$ cat src/rtl/melody_sequencer_if.sv
// Control/status bundle between the melody sequencer and its host logic.
// The master side writes the note table and issues start/stop; the slave
// side (the sequencer) returns the tone period, gate and status.
interface melody_sequencer_if #(
   parameter int ADDR_W = 4
);
   logic              wr_en;
   logic [ADDR_W-1:0] wr_addr;
   logic [31:0]       wr_period;
   logic [15:0]       wr_dur;
   logic [ADDR_W:0]   num_notes;
   logic              loop;
   logic              start;
   logic              stop;
   logic [31:0]       period;
   logic              gate;
   logic [ADDR_W-1:0] note_idx;
   logic              busy;
   logic              done;

   modport master (
      output wr_en, wr_addr, wr_period, wr_dur, num_notes, loop, start, stop,
      input  period, gate, note_idx, busy, done
   );

   modport slave (
      input  wr_en, wr_addr, wr_period, wr_dur, num_notes, loop, start, stop,
      output period, gate, note_idx, busy, done
   );
endinterface

$ cat src/rtl/melody_sequencer.sv
// Note sequencer feeding the square-wave tone generator. Plays a writable
// table of (half-period us, duration ms) entries in order, with an optional
// silent gap after each note, optional looping, and start/stop control.
module melody_sequencer #(
   parameter int CLK_F     = 200,
   parameter int MS_CYCLES = CLK_F * 1000,
   parameter int ADDR_W    = 4,
   parameter int GAP_MS    = 10
) (
   input  logic              CLK,
   input  logic              RESET_N,
   melody_sequencer_if.slave bus
);

   localparam int              DEPTH    = 1 << ADDR_W;
   localparam int              PRE_W    = (MS_CYCLES > 1) ? $clog2(MS_CYCLES) : 1;
   localparam logic [PRE_W-1:0] PRE_LAST = PRE_W'(MS_CYCLES - 1);
   localparam logic [PRE_W-1:0] PRE_ONE  = PRE_W'(1);
   localparam logic [15:0]     GAP_LEN  = 16'(GAP_MS);
   localparam logic [ADDR_W:0] IDX_ONE  = (ADDR_W + 1)'(1);

   typedef enum logic [2:0] {
      IDLE,
      FETCH,
      LOAD,
      PLAY,
      GAP
   } state_t;

   state_t            state;
   logic [47:0]       note_mem [DEPTH];
   logic [47:0]       rd_q;
   logic [ADDR_W-1:0] idx;
   logic [ADDR_W:0]   num_lat;
   logic              loop_lat;
   logic [PRE_W-1:0]  presc;
   logic [15:0]       ms_cnt;
   logic [31:0]       period_q;
   logic              gate_q;
   logic [ADDR_W-1:0] note_idx_q;
   logic              busy_q;
   logic              done_q;

   logic [31:0]       rd_period;
   logic [15:0]       rd_dur;
   logic              ms_tick;
   logic [15:0]       ms_next;
   logic [ADDR_W:0]   idx_inc;
   state_t            adv_state;
   logic [ADDR_W-1:0] adv_idx;
   logic              adv_end;

   assign rd_period = rd_q[47:16];
   assign rd_dur    = rd_q[15:0];
   assign ms_tick   = (presc == PRE_LAST);
   assign ms_next   = ms_cnt + 16'd1;
   assign idx_inc   = {1'b0, idx} + IDX_ONE;

   assign bus.period   = period_q;
   assign bus.gate     = gate_q;
   assign bus.note_idx = note_idx_q;
   assign bus.busy     = busy_q;
   assign bus.done     = done_q;

   // Table storage: write port from the host, registered read issued in FETCH.
   // rd_q only moves in FETCH, so a write to the playing entry is seen on its next fetch.
   always_ff @(posedge CLK) begin
      if (bus.wr_en)
         note_mem[bus.wr_addr] <= {bus.wr_period, bus.wr_dur};
      if (state == FETCH)
         rd_q <= note_mem[idx];
   end

   // Where to go after an entry finishes or is skipped: next entry, wrap, or end.
   always_comb begin
      adv_state = FETCH;
      adv_idx   = idx_inc[ADDR_W-1:0];
      adv_end   = 1'b0;
      if (idx_inc >= num_lat) begin
         if (loop_lat) begin
            adv_idx = '0;
         end else begin
            adv_state = IDLE;
            adv_idx   = idx;
            adv_end   = 1'b1;
         end
      end
   end

   // Sequencer FSM with ms timing and registered outputs.
   always_ff @(posedge CLK or negedge RESET_N) begin
      if (!RESET_N) begin
         state      <= IDLE;
         idx        <= '0;
         num_lat    <= '0;
         loop_lat   <= 1'b0;
         presc      <= '0;
         ms_cnt     <= '0;
         period_q   <= '0;
         gate_q     <= 1'b0;
         note_idx_q <= '0;
         busy_q     <= 1'b0;
         done_q     <= 1'b0;
      end else begin
         done_q <= 1'b0;
         if (state != IDLE && bus.stop) begin
            state    <= IDLE;
            busy_q   <= 1'b0;
            gate_q   <= 1'b0;
            period_q <= '0;
         end else begin
            unique case (state)
               IDLE: begin
                  if (bus.start && !bus.stop) begin
                     if (bus.num_notes == '0) begin
                        done_q <= 1'b1;
                     end else begin
                        num_lat  <= bus.num_notes;
                        loop_lat <= bus.loop;
                        idx      <= '0;
                        busy_q   <= 1'b1;
                        state    <= FETCH;
                     end
                  end
               end
               FETCH: begin
                  state <= LOAD;
               end
               LOAD: begin
                  if (rd_dur == '0) begin
                     state <= adv_state;
                     idx   <= adv_idx;
                     if (adv_end) begin
                        busy_q   <= 1'b0;
                        gate_q   <= 1'b0;
                        period_q <= '0;
                        done_q   <= 1'b1;
                     end
                  end else begin
                     period_q   <= rd_period;
                     gate_q     <= (rd_period != '0);
                     note_idx_q <= idx;
                     presc      <= '0;
                     ms_cnt     <= '0;
                     state      <= PLAY;
                  end
               end
               PLAY: begin
                  if (ms_tick) begin
                     presc <= '0;
                     if (ms_next == rd_dur) begin
                        if (GAP_MS > 0) begin
                           gate_q <= 1'b0;
                           ms_cnt <= '0;
                           state  <= GAP;
                        end else begin
                           state <= adv_state;
                           idx   <= adv_idx;
                           if (adv_end) begin
                              busy_q   <= 1'b0;
                              gate_q   <= 1'b0;
                              period_q <= '0;
                              done_q   <= 1'b1;
                           end
                        end
                     end else begin
                        ms_cnt <= ms_next;
                     end
                  end else begin
                     presc <= presc + PRE_ONE;
                  end
               end
               GAP: begin
                  if (ms_tick) begin
                     presc <= '0;
                     if (ms_next == GAP_LEN) begin
                        state <= adv_state;
                        idx   <= adv_idx;
                        if (adv_end) begin
                           busy_q   <= 1'b0;
                           gate_q   <= 1'b0;
                           period_q <= '0;
                           done_q   <= 1'b1;
                        end
                     end else begin
                        ms_cnt <= ms_next;
                     end
                  end else begin
                     presc <= presc + PRE_ONE;
                  end
               end
               default: begin
                  state <= IDLE;
               end
            endcase
         end
      end
   end

endmodule

$ cat src/flat_wrapper.sv
// flat-port wrapper written by rule: the top's interface ports become plain ports
module melody_sequencer_flat 
#(
   parameter int CLK_F     = 200,
   parameter int MS_CYCLES = CLK_F * 1000,
   parameter int ADDR_W    = 4,
   parameter int GAP_MS    = 10
)
  (CLK, RESET_N, bus_wr_en, bus_wr_addr, bus_wr_period, bus_wr_dur, bus_num_notes, bus_loop, bus_start, bus_stop, bus_period, bus_gate, bus_note_idx, bus_busy, bus_done);
  melody_sequencer_if #(.ADDR_W(ADDR_W)) bus_i ();
  input  logic CLK;
  input  logic RESET_N;
  input wire logic [$bits(bus_i.wr_en)-1:0] bus_wr_en;
  input wire logic [$bits(bus_i.wr_addr)-1:0] bus_wr_addr;
  input wire logic [$bits(bus_i.wr_period)-1:0] bus_wr_period;
  input wire logic [$bits(bus_i.wr_dur)-1:0] bus_wr_dur;
  input wire logic [$bits(bus_i.num_notes)-1:0] bus_num_notes;
  input wire logic [$bits(bus_i.loop)-1:0] bus_loop;
  input wire logic [$bits(bus_i.start)-1:0] bus_start;
  input wire logic [$bits(bus_i.stop)-1:0] bus_stop;
  output wire logic [$bits(bus_i.period)-1:0] bus_period;
  output wire logic [$bits(bus_i.gate)-1:0] bus_gate;
  output wire logic [$bits(bus_i.note_idx)-1:0] bus_note_idx;
  output wire logic [$bits(bus_i.busy)-1:0] bus_busy;
  output wire logic [$bits(bus_i.done)-1:0] bus_done;
  assign bus_i.wr_en = bus_wr_en;
  assign bus_i.wr_addr = bus_wr_addr;
  assign bus_i.wr_period = bus_wr_period;
  assign bus_i.wr_dur = bus_wr_dur;
  assign bus_i.num_notes = bus_num_notes;
  assign bus_i.loop = bus_loop;
  assign bus_i.start = bus_start;
  assign bus_i.stop = bus_stop;
  assign bus_period = bus_i.period;
  assign bus_gate = bus_i.gate;
  assign bus_note_idx = bus_i.note_idx;
  assign bus_busy = bus_i.busy;
  assign bus_done = bus_i.done;
  melody_sequencer #(.CLK_F(CLK_F), .MS_CYCLES(MS_CYCLES), .ADDR_W(ADDR_W), .GAP_MS(GAP_MS)) u_core (.CLK(CLK), .RESET_N(RESET_N), .bus(bus_i));
endmodule
$ cat config.mk
export PLATFORM = sky130hd
export DESIGN_NAME = melody_sequencer_flat
export DESIGN_NICKNAME = d
export VERILOG_FILES = /design/src/rtl/melody_sequencer_if.sv /design/src/rtl/melody_sequencer.sv /design/src/flat_wrapper.sv
export SDC_FILE = /design/constraint.sdc
export NUM_CORES = 1
export LEC_CHECK = 0
export ABC_CLOCK_PERIOD_IN_PS = 2900
export CAP_MARGIN = 0
export CORE_AREA = 2 2 257 259
export CTS_CLUSTER_DIAMETER = 100
export DETAILED_ROUTE_END_ITERATION = 6
export DIE_AREA = 0 0 259 261
export PLACE_DENSITY = 0.75
export SLEW_MARGIN = 5
export SYNTH_ARGS = -nofsm -noshare
export SYNTH_HDL_FRONTEND = slang
export SYNTH_SLANG_ARGS = --single-unit
$ cat constraint.sdc
create_clock -name CLK -period 2.9 [get_ports CLK]
set_clock_uncertainty 0.05 [all_clocks]
set_input_delay 0.29 -clock CLK [delete_from_list [all_inputs] [get_ports CLK]]
set_output_delay 0.29 -clock CLK [all_outputs]
set_load 0.02 [all_outputs]
==> impl_results.md <==
- Crit path cell chain: xor2_1 > a2111o_1 > a221o_1 > nor4_2 > nand4_1 > buf_4 > nor4_4 > o21ai_1 > a311o_1
- Die H: between 200 and 300 um
- Asr flop ratio synth: 9.534%
- Unique cell type count in the Yosys netlist: 66
- Share of the yosys chip area belonging to registers: between 70% and 80%
- Worst path top cell family by delay: compound AO/OA/AOI/OAI gates
- CP Launch Type: flop
- CP arrival: 3.30 ns
- Initial antenna violation count: 2
- WL/cell: approximately 29 um
- Vias in the first global route: 19210
- DRC: 0
- 1st-iter DRT viols: roughly 2200
- Dominant synthesized flop cell: edfxtp_1
- DR WL met2: 43820 um
- Ports: 102
- Synthesis-to-layout area growth: 18.68%
- Std cell rows: 94
- Status: finished clean
- Max_cap viols: 0
- Slew @ Worst Pin: 1.129 ns
- Clk_lat worst skew: between 0.6 and 0.7 ns
- Crit path kind: reg -> reg
- Antenna-violating nets left: 0
- Clk buf depth: 3
- Critical path endpoint category: flop
- CP Max Fanout: 5
- Reg2reg start: u_core.ms_cnt[4]$_DFFE_PN0P_
- Synthesis Warnings: 0
- Syn Inst Count: 1756
- Reg2Reg Depth: 9
- Top layer in use: met5
- Critical Path Max Stage Delay: 0.45 ns
- Total GRT Usage: 25.48%
- Met3 WL: just under 7000 um
- CTS tree: done
- Drt via density: 6.394
- Die area: roughly 68000 um2
- Largest net degree at the start of global routing: 130
- Multi-input gate area: roughly 8700 um2
- Mapped Area: 35480 um2
- First-pass GRT wire length: 125200 um
- H-Tree Depth: 3
- Fill count: 4095
- Die width: 259 um
- Setup slack, reg-to-reg: ~0.08 ns
- Post-placement worst setup slack: -0.1113 ns
- Num Clock Sinks: 902
- Share of post-route cells with drive strength above 1: 28.01%
- Critical Path RT: 3.38 ns
- Crit path buf inv count: 1
- Post-synth EDFFs: 816
- Synthesized area per cell: 20.20 um2
- R2R Path End: u_core.bus.gate$_DFFE_PN0P_
- Seq cells post-synth: 902
- Slew HR: 24.75%
- Fin crit share: 97.25%
- Min Clock Period, post-route: 2.820 ns
- Fin nets: 2044
- Peak Freq: 0.3546 GHz
- Final Hold Fails: 0
- Reg area: 26670 um2
- Worst setup margin: 0.07962 ns
- Core area: 65040 um2
- Dpl hpwl: 44430 um
- Root Buffer: clkbuf_16
- Final setup viols: 0
- Worst hold path class: in -> async
- Worst vdd ir: 0.4810 mV
- CTS Buf Count: 90
- Pre-antenna DRT Iters: 6
- Initial Util: 54.55%
- Port Buffers: 101
- DR vias: 18630
- DRT met1 WL: roughly 33000 um
- Final Max Tran Viols: 0
- Leak: 13.55 nW
- CP max stage cell: dfrtp_2
- CTS clk-pin slew, worst paths: 0.06 ns
- Syn Nets: 1828
- GPL Wtd Cong: 0.8881
- WL final: between 80000 and 90000 um
- Gr ovfl total: 0
- Pwr per Cell Area: between 800 and 900 nW/um2
- Final core utilization: 64.74%
[how the worst max path moves through the flow]
stage | to | slack [ns] | cells after the start | startpoint
6_report | u_core.bus.gate$_DFFE_PN0P_ | 0.08 | 9 | u_core.ms_cnt[4]$_DFFE_PN0P_
3_5_place_dp | u_core.ms_cnt[0]$_DFFE_PN0P_ | -0.11 | 11 | u_core.ms_cnt[0]$_DFFE_PN0P_
3_3_place_gp | u_core.bus.gate$_DFFE_PN0P_ | -0.08 | 11 | u_core.ms_cnt[0]$_DFFE_PN0P_
2_1_floorplan | u_core.note_mem[1][0]$_DFFE_PP_ | -0.46 | 2 | bus_wr_addr[2]
4_1_cts | u_core.ms_cnt[0]$_DFFE_PN0P_ | 0.01 | 11 | u_core.ms_cnt[0]$_DFFE_PN0P_
5_1_grt | u_core.bus.period[17]$_DFFE_PN0P_ | -0.03 | 13 | u_core.idx[0]$_DFFE_PN0P_
[repair_timing]
action | in CTS | in global routing
endpoints found under the setup margin | 15 | 51
gates cloned | 0 | 3
resized for setup | 9 | 36
buffers inserted | 2 | 5
endpoints found under the hold margin | 54 | 0
pin swaps | 3 | 17
hold buffers | 1 | 0
[kinds of logic (layout without fill, tap and decap cells)]
family,after synthesis,count (layout),synth area share [%]
simple gates,292,292,4.109
fa+ha+maj,9,9,0.3174
compound gates,162,162,2.917
flops,902,902,75.13
mux,253,253,15.64
xor+xnor,26,26,0.6418
other cells,0,1,0
buf+inv,112,405,1.248
[registers in the layout, summed over array words and instances, names as in the netlist]
signal	count
u_core.bus.gate	1
u_core.state	3
u_core.idx	4
u_core.note_mem	768
u_core.ms_cnt	16
u_core.bus.busy	1
u_core.rd_q	48
u_core.loop_lat	1
u_core.bus.note_idx	4
u_core.bus.period	32
u_core.bus.done	1
u_core.presc	18
u_core.num_lat	5
[final cells by class]
cell class	instances	share of cell area (%)
clock buffers	115	5.788
multi-input cells	742	20.62
well taps	864	2.567
flip-flops and latches	902	63.34
repair buffers	220	5.827
clock inverters	54	1.706
diodes	1	0.005943
inverters	16	0.1486
[cells in the mapped netlist, types with 6 or more instances]
master | instances | area, um2
nand2_1 | 111 | 416.7
a21o_1 | 6 | 45.04
o21ai_0 | 39 | 195.2
and3_1 | 11 | 68.82
ha_1 | 9 | 112.6
or3_1 | 8 | 50.05
dfrtp_1 | 86 | 2152
and4_1 | 6 | 52.55
nor4_1 | 18 | 112.6
edfxtp_1 | 816 | 24500
nor2b_1 | 12 | 75.07
a31oi_1 | 8 | 50.05
clkbuf_1 | 67 | 251.5
and2_1 | 6 | 37.54
xnor2_1 | 18 | 157.7
nand3_1 | 16 | 80.08
a211oi_1 | 7 | 52.55
inv_1 | 15 | 56.30
nor3_1 | 11 | 55.05
nand2b_1 | 8 | 50.05
buf_1 | 17 | 63.81
mux4_2 | 240 | 5405
o31ai_1 | 9 | 67.56
mux2_2 | 10 | 112.6
xor2_1 | 8 | 70.07
a21oi_1 | 50 | 250.2
nor2_1 | 53 | 198.9
buf_2 | 9 | 45.04
nand4_1 | 10 | 62.56
[layout by cell type, fill, tap and decap left out, types with 12 or more instances in the layout]
master	synthesis	layout
clkinv_1	1	13
clkbuf_16	0	93
nor2_4	0	12
xnor2_1	18	18
edfxtp_1	816	816
nor4_1	18	16
dfrtp_1	86	78
nor2_1	53	39
clkbuf_1	67	17
buf_4	3	71
nand3_1	16	14
clkinv_2	0	12
nor2b_1	12	12
inv_1	15	15
buf_12	0	39
mux4_2	240	240
nand2_1	111	111
a21oi_1	50	48
clkdlybuf4s50_1	0	100
bufinv_16	0	14
o21ai_0	39	38
[where the power goes]
| part | switching (mW) | leakage [nW] | internal, mW |
|---|---|---|---|
| clock | 5.04 | 1.53 | 7.27 |
| sequential | 0.532 | 8.52 | 15.0 |
| combinational | 3.14 | 3.50 | 3.30 |
[metal layers]
metal | up-vias | GRT usage, %
li1 | 7665 | -
met4 | 4 | 8.221
met5 | - | 0
met1 | 9884 | 35.07
met2 | 934 | 42.63
met3 | 145 | 3.833
[metrics by stage]
step | cell area (um2) | std cells | hold slack, ns | TNS, ns | power, mW
6_report | 42110 | 2914 | 0.2133 | 0 | 34.27
3_5_place_dp | 38640 | 2733 | 0.3639 | -0.7460 | 22.00
2_1_floorplan | 35540 | 1756 | -0.05559 | -69.70 | 19.80
3_3_place_gp | 38640 | 2733 | 0.3490 | -0.2793 | 21.82
4_1_cts | 41860 | 2905 | 0.1905 | 0 | 34.31
5_1_grt | 42100 | 2913 | 0.2209 | -0.03200 | 35.34
Power figures use the tool's default switching activity.
